**config.mk**
```make
export PLATFORM = sky130hd
export DESIGN_NAME = sd_cic_decimator
export DESIGN_NICKNAME = d
export VERILOG_FILES = /design/src/rtl/sd_cic_decimator.sv
export SDC_FILE = /design/constraint.sdc
export NUM_CORES = 1
export LEC_CHECK = 0
export ABC_AREA = 1
export BUFFER_PORTS_ARGS = -buffer_cell sky130_fd_sc_hd__buf_2
export CELL_PAD_IN_SITES_DETAIL_PLACEMENT = 1
export CELL_PAD_IN_SITES_GLOBAL_PLACEMENT = 1
export CORE_MARGIN = 5
export CORE_UTILIZATION = 48
export DETAILED_ROUTE_END_ITERATION = 6
export PLACE_DENSITY_LB_ADDON = 0.08
export RECOVER_POWER = 100
export SLEW_MARGIN = 15
export SYNTH_ARGS = -nofsm -noshare
export SYNTH_HDL_FRONTEND = slang
export SYNTH_SLANG_ARGS = --single-unit
```
**constraint.sdc**
```tcl
create_clock -name clk -period 5.5 [get_ports clk]
set_clock_uncertainty 0.05 [all_clocks]
set_input_delay 1.375 -clock clk [delete_from_list [all_inputs] [get_ports clk]]
set_output_delay 1.375 -clock clk [all_outputs]
set_load 0.01 [all_outputs]
```
**src/rtl/sd_cic_decimator.sv**
```systemverilog
// sd_cic_decimator: CIC decimator for the 3-bit sigma-delta bitstream.
// Maps each 3-bit word to x = 2*popcount - 3, integrates ORDER times at the
// input rate, decimates by DECIM, differentiates ORDER times at the output
// rate and presents full-precision words on a valid/ready interface.
// Ports:
//   clk, rst_n        clock, asynchronous active-low reset
//   en                input register, integrators and decimation counter advance
//   bs_in[2:0]        modulator bitstream (1 => +1, 0 => -1)
//   clr_ovr           synchronous clear of the sticky overrun flag
//   out_data[OUT_W-1:0] signed decimated sample
//   out_valid/out_ready handshake for out_data
//   ovr               sticky flag: a finished sample was dropped
module sd_cic_decimator #(
  parameter int unsigned ORDER      = 3,
  parameter int unsigned DECIM      = 64,
  parameter int unsigned LOG2_DECIM = 6,
  parameter int unsigned OUT_W      = 3 + ORDER * LOG2_DECIM
) (
  input  logic             clk,
  input  logic             rst_n,
  input  logic             en,
  input  logic [2:0]       bs_in,
  input  logic             clr_ovr,
  output logic [OUT_W-1:0] out_data,
  output logic             out_valid,
  input  logic             out_ready,
  output logic             ovr
);

  localparam int unsigned WARM_N = ORDER + 1;
  localparam int unsigned WARM_W = $clog2(WARM_N + 1);

  logic [1:0]            w_pop;
  logic [OUT_W-1:0]      w_x;
  logic                  w_strobe;
  logic [OUT_W-1:0]      w_comb_out;
  logic [OUT_W-1:0]      w_dly_nxt [ORDER];
  logic                  w_ovr_set;

  logic [OUT_W-1:0]      r_x;
  logic [OUT_W-1:0]      r_int [ORDER];
  logic [LOG2_DECIM-1:0] r_dec_cnt;
  logic [OUT_W-1:0]      r_dly [ORDER];
  logic [OUT_W-1:0]      r_y;
  logic                  r_y_vld;
  logic [WARM_W-1:0]     r_warm_cnt;
  logic [OUT_W-1:0]      r_out_data;
  logic                  r_out_valid;
  logic                  r_ovr;

  // 2*popcount - 3 computed modulo 2^OUT_W is already the sign-extended value
  assign w_pop = 2'(bs_in[0]) + 2'(bs_in[1]) + 2'(bs_in[2]);
  assign w_x   = OUT_W'({w_pop, 1'b0}) - OUT_W'(3);

  assign w_strobe = en && (r_dec_cnt == LOG2_DECIM'(DECIM - 1));

  // Input register, integrator chain and decimation counter (all wrap freely)
  always_ff @(posedge clk or negedge rst_n) begin
    if (!rst_n) begin
      r_x       <= '0;
      r_dec_cnt <= '0;
      for (int unsigned k = 0; k < ORDER; k++) r_int[k] <= '0;
    end else if (en) begin
      r_x       <= w_x;
      r_dec_cnt <= r_dec_cnt + LOG2_DECIM'(1);
      r_int[0]  <= r_int[0] + r_x;
      for (int unsigned k = 1; k < ORDER; k++) r_int[k] <= r_int[k] + r_int[k-1];
    end
  end

  // Comb chain: each stage subtracts its own input from the previous strobe
  always_comb begin
    logic [OUT_W-1:0] v_acc;
    v_acc = r_int[ORDER-1];
    for (int unsigned k = 0; k < ORDER; k++) begin
      w_dly_nxt[k] = v_acc;
      v_acc        = v_acc - r_dly[k];
    end
    w_comb_out = v_acc;
  end

  // Comb delays, result register and warm-up gate
  always_ff @(posedge clk or negedge rst_n) begin
    if (!rst_n) begin
      r_y        <= '0;
      r_y_vld    <= 1'b0;
      r_warm_cnt <= '0;
      for (int unsigned k = 0; k < ORDER; k++) r_dly[k] <= '0;
    end else begin
      r_y_vld <= w_strobe && (r_warm_cnt == WARM_W'(WARM_N));
      if (w_strobe) begin
        r_y <= w_comb_out;
        for (int unsigned k = 0; k < ORDER; k++) r_dly[k] <= w_dly_nxt[k];
        if (r_warm_cnt != WARM_W'(WARM_N)) r_warm_cnt <= r_warm_cnt + WARM_W'(1);
      end
    end
  end

  assign w_ovr_set = r_y_vld && r_out_valid && !out_ready;

  // Output holding register; a new word replaces one being accepted this cycle
  always_ff @(posedge clk or negedge rst_n) begin
    if (!rst_n) begin
      r_out_data  <= '0;
      r_out_valid <= 1'b0;
      r_ovr       <= 1'b0;
    end else begin
      if (r_y_vld) begin
        if (!r_out_valid || out_ready) begin
          r_out_data  <= r_y;
          r_out_valid <= 1'b1;
        end
      end else if (r_out_valid && out_ready) begin
        r_out_valid <= 1'b0;
      end
      if (w_ovr_set) r_ovr <= 1'b1;
      else if (clr_ovr) r_ovr <= 1'b0;
    end
  end

  assign out_data  = r_out_data;
  assign out_valid = r_out_valid;
  assign ovr       = r_ovr;

endmodule

```
Word level (Yosys, flattened, before mapping) --
Index checks and enable logic that the tools add are counted.
Storage, ports and cells: output and inout port bits 23, flip-flop bits (word level) 201, logic and storage cells 47
Cells by class: equality and inequality tests 4, mux-type cells 5, add/subtract/negate cells 11, reduce and logical (&&, ||, !) cells 13
Operator list (number):
- 21-bit adder | 3
- 21-bit subtractor | 3
- 6-bit by 1-bit adder with 6-bit output, second input constant | 1
- 6-bit == test, second input constant | 1
- 2-bit AND reduction | 3
- 1-bit logical AND | 5
- 1-bit two-way mux | 5
- 2-bit nonzero test | 2
- 3-bit by 2-bit subtractor with 4-bit output, second input constant | 1
- 3-bit by 1-bit adder with 3-bit output, second input constant | 1
- 3-bit == test, second input constant | 1
- 3-bit != test, second input constant | 1
- 1-bit by 1-bit adder with 2-bit output | 1
- 2-bit by 1-bit adder with 2-bit output | 1
- 1-bit logical NOT | 2
- 2-bit by 1-bit != test with 1-bit output, second input constant | 1
- 1-bit logical OR | 1

Longest topological paths before layout --
depth after elaboration 4, gate-level depth with buffers 34

Least setup slack after synthesis --
No wires, ideal clock.
path type reg2reg, start point register r_int[2] (netlist name), end point register r_y[20], setup time 0.117 ns, stages on the path, launching flop included 29, data required time 5.333 ns, setup slack 0.948 ns, period minus slack after synthesis 4.552 ns, arrival 4.385 ns, cells stage by stage dfrtp_1 -> ha_1 -> a21oi_2 -> nand2_2 -> a21oi_2 -> o21bai_2 -> nand2_1 -> nand2_2 -> nand2_2 -> nand2_2 -> nand2_1 -> nand2_1 -> or2_1 -> and2_1 -> ha_1 -> nand2_1 -> o21ai_0 -> o21bai_4 -> a21oi_1 -> or2_1 -> and2_1 -> ha_1 -> nand2_1 -> nor3_1 -> nand2_1 -> o311ai_0 -> nand3_1 -> nand3_1 -> nand2_1
RTL lines:
- start, declared | line 41 | logic [OUT_W-1:0] r_int [ORDER];
- end signal, assigned | line 92 | r_y <= w_comb_out;
- end, declared | line 44 | logic [OUT_W-1:0] r_y;

==> results.md <==
Run status:
- The run finished, with violations left.
- The final reports fail on capacitance limit, slew limit.

Timing:
- The final max-slew violation count is 145.
- The final clock period utilization by the worst path is 93.5%.
- The minimum clock period is 5.14 ns.
- The final setup violation count is 0.
- The final worst setup slack is 0.355 ns.
- The final number of hold-violating endpoints was 0.
- At the pin with the least slew margin, the transition time is 2.84 ns.
- Static timing analysis puts the maximum clock frequency at 194 MHz.
- The final sum of negative setup slack is 0 ns.
- The worst pin sits at a relative slew slack of -89.1%.

Yosys:
- The register area share after synthesis is 35.9%.
- The net count after synthesis is 1752.
- The post-synthesis area per instance is 7.90 sq um.
- The Yosys step of the flow raised 0 warnings.
- The number of enable-type register cells in the synthesized netlist is 0.
- In the synthesized netlist the async set-or-reset flop fraction comes to 100%.
- After technology mapping, the gate count stands at 1614.
- Synthesis instantiated 48 different standard cells from the library.
- The leading register cell type out of synthesis is dfrtp_1.
- After synthesis the cells add up to 12800 sq um.
- In this run, synthesis produced a sequential element count of 183.

Power and ir drop:
- The total internal power is 4.40 mW.
- In this run switching power makes up 50.9% of total power.
- Summed over all cells, the static leakage comes to 6.90 nW.
- Sequential cells burn 22.4% of the power.
- The part of the total power dissipated in combinational logic is 62.9%.
- The switching power total is 4.57 mW.
- The maximum vdd drop is 241 uV.
- Power spread over the standard cell area amounts to 649 nW/um^2.
- The share of power burned in the clock network is 14.7%.

Die:
- Measured along the y axis, the die boundary spans 173 um.
- The floorplan step defined a core boundary enclosing 26100 sq um.
- From left edge to right edge, the die measures 173 um.
- 31 I/O pins were placed.
- Row generation in the floorplan step produced 59 rows.
- The floorplan die area is 29900 sq um.
- Once the floorplan was initialized, standard cells occupied 48.8% of the core.

Route:
- After detailed routing, the number of remaining DRC violations is 0.
- The total via count after detailed routing is 10700.
- The starting DRC count in detailed routing is 374.
- Dividing the detail-routed wire length by the instance count gives 16.3 um.
- The detail-routed via count per cell is 5.41.
- The first TritonRoute pass finished after 5 iterations.
- After detailed routing, the total wire length is 32400 um.
- Once detail routing completed, the nets flagged for antenna violations numbered 0.

Clock network:
- CTS placed an instance of clkbuf_16 at the clock tree root.
- The latest clock arrival within the worst-skew pair is 0.45 ns.
- TritonCTS built the clock tree.
- For this design, the CTS-stage hold fixing added 0 buffers.
- Clock-pin slew was measured on the worst setup and hold paths at 0.09 ns.
- The buffers inserted during post-CTS setup optimization is 0.
- The clock passes through at most 2 buffers.
- For this design, the sink count on the clock tree is 183.
- The number of clock buffers inserted by TritonCTS is 17.
- After clock tree synthesis, the repair step resized 0 gates.
- The maximum level of the CTS H-tree is 4.

Global route:
- In this run the most used layer during global routing was met2.
- Global routing used 28.1% of the available met1 tracks.
- The via count of the first global-routing pass is 11600.
- The met3 track demand over resource in global routing is 2.29%.
- The total grt overflow is 0.
- In the global route stage, overall resource usage came out at 22.0%.
- The number of antenna violations at the first check in global routing is 0.
- The first global-routing pass estimated 55900 um of wire.
- The largest net degree at the start of global routing is 109.
- The global routing usage on met2 is 40.6%.

Final layout:
- From synthesis to final layout, the design area changed by 8.37%.
- The finished cells cover 13800 sq um.
- The layout cell share with drive strength beyond 1 is 6.84%.
- The count of inserted antenna diode cells is 0.
- The number of standard cells in the layout, taps in and fillers out is 1987.
- The number of nets in the layout is 1777.

Worst setup path:
- The endpoint required time on the critical path is 5.75 ns.
- The critical path is of the flop to flop type.
- The launching element type of the critical path is a flop.
- The maximum fanout count along the critical path is 5.
- STA puts the critical path data arrival time at 5.39 ns.
- The worst setup path is captured at a flop.

Place:
- The placed instances occupy a cell area of 13300 sq um.
- The placement-stage worst setup slack is 0.233 ns.
- The placed wire-length estimate is 25200 um.
- During placement, the flow inserted port buffers numbering 30.
- At the end of routability-driven placement, the weighted congestion stood at 0.834.
- The cell count after placement is 1955.

Hold path:
- The tightest min-delay check is of the flop to flop type.

Flow run:
- The count of max-cap constraint violations is 2.
## path summary, 6_finish.rpt
path | from | slack [ns] | cells after the start | end
worst max-delay path | r_int[0]$_DFFE_PN0P_ | 0.36 | 25 | r_y[17]$_DFFE_PN0P_
worst min-delay path | r_warm_cnt[2]$_DFFE_PN0P_ | 0.43 | 1 | r_warm_cnt[2]$_DFFE_PN0P_
worst max register to register | r_int[0]$_DFFE_PN0P_ | 0.36 | 25 | r_y[17]$_DFFE_PN0P_
worst min register to register | r_warm_cnt[2]$_DFFE_PN0P_ | 0.43 | 1 | r_warm_cnt[2]$_DFFE_PN0P_
max in group asynchronous | rst_n | 1.19 | 2 | r_int[50]$_DFFE_PN0P_
min in group asynchronous | rst_n | 1.74 | 1 | out_data[16]$_DFFE_PN0P_
## worst max-delay path, cell delays in order, from the launching register on
cell and delay, ns:
dfrtp_1 0.40, inv_1 0.09, ha_1 0.15, inv_1 0.06, fa_1 0.44, nand3_1 0.13
nand2_2 0.13, xor2_1 0.26, ha_1 0.34, nand2_1 0.18, inv_1 0.06, a21oi_1 0.22
o21ai_0 0.19, a21boi_0 0.38, xnor2_1 0.23, ha_1 0.34, nand2_1 0.11, o21ai_0 0.12
o21bai_1 0.22, a21oi_2 0.19, o21bai_1 0.13, nand2_1 0.09, nand2_1 0.07, or2_1 0.21
nand3_1 0.11, o21ai_1 0.10
## area by class of cell
class	instances	area [sq um]
clock inverter	15	210
timing repair buffer	41	176
inverter	207	777
clock buffer	17	425
tap	335	419
sequential	183	4580
fill	3241	12300
multi-input combinational	1189	7240
## metal layers
metal	vias to the layer above	part of all wire [%]
li1	5392	-
met1	5265	47
met2	60	51
met3	29	1.1
met4	0	1.1
met5	-	0
## flip-flops by register name, summed over array words and instances, names as in the netlist
name	count
r_y_vld	1
r_warm_cnt	3
r_y	21
r_x	3
r_int	63
r_dly	63
out_valid	1
r_dec_cnt	6
ovr	1
out_data	21
## cells by family after synthesis
group                    Yosys count  share of synthesized area (%)
buffers and inverters            242                           7.21
flip-flops                       183                           35.9
AO/OA/AOI/OAI                    387                           17.0
AND/OR/NAND/NOR                  571                           19.3
multiplexers                      13                           1.15
XOR/XNOR                          88                           6.28
adder cells (fa/ha/maj)          130                           13.2
## synth_stat cells (all sizes together) (7+ instances only)
master  count  share of area [%]
clkbuf     23               0.68
nand2     385                 12
nor3       13               0.55
inv       206                6.1
nand3      82                3.5
buf        12               0.44
a31oi      10               0.49
o21bai     16                1.1
xnor2      37                2.5
mux2       13                1.1
o21ai     207                8.4
dfrtp     183                 36
or2         8               0.39
nor2       54                1.8
nand4      16               0.78
a21oi     123                5.1
fa          7                1.1
a21boi     11               0.71
ha        123                 12
xor2       51                3.7
## cell usage in the layout (no fill, tap or decap), types with 37 or more instances in the layout
cell / count
nor2_1: 49
nand2_1: 373
dfrtp_1: 183
o21ai_0: 183
ha_1: 123
xor2_1: 48
nand3_1: 75
a21oi_1: 116
xnor2_1: 37
inv_1: 201
## power groups by stage
stage,clock network (mW),logic [mW],registers (mW)
4_1_cts,1.35,5.71,2.01
2_1_floorplan,0,4.40,1.91
3_5_place_dp,0,5.65,2.04
6_report,1.32,5.64,2.01
5_1_grt,1.41,6.41,2.06
3_3_place_gp,0,5.44,2.01
## stage by stage
| stage | hold WS [ns] | total power [mW] | utilization (%) |
|---|---|---|---|
| floorplan | 0.392 | 6.32 | - |
| global placement | 0.407 | 7.46 | 50.9 |
| detailed placement | 0.416 | 7.69 | 50.9 |
| CTS | 0.433 | 9.07 | 53.4 |
| global route | 0.450 | 9.88 | 52.9 |
| finish | 0.428 | 8.97 | 52.9 |
Power figures use the tool's default switching activity.
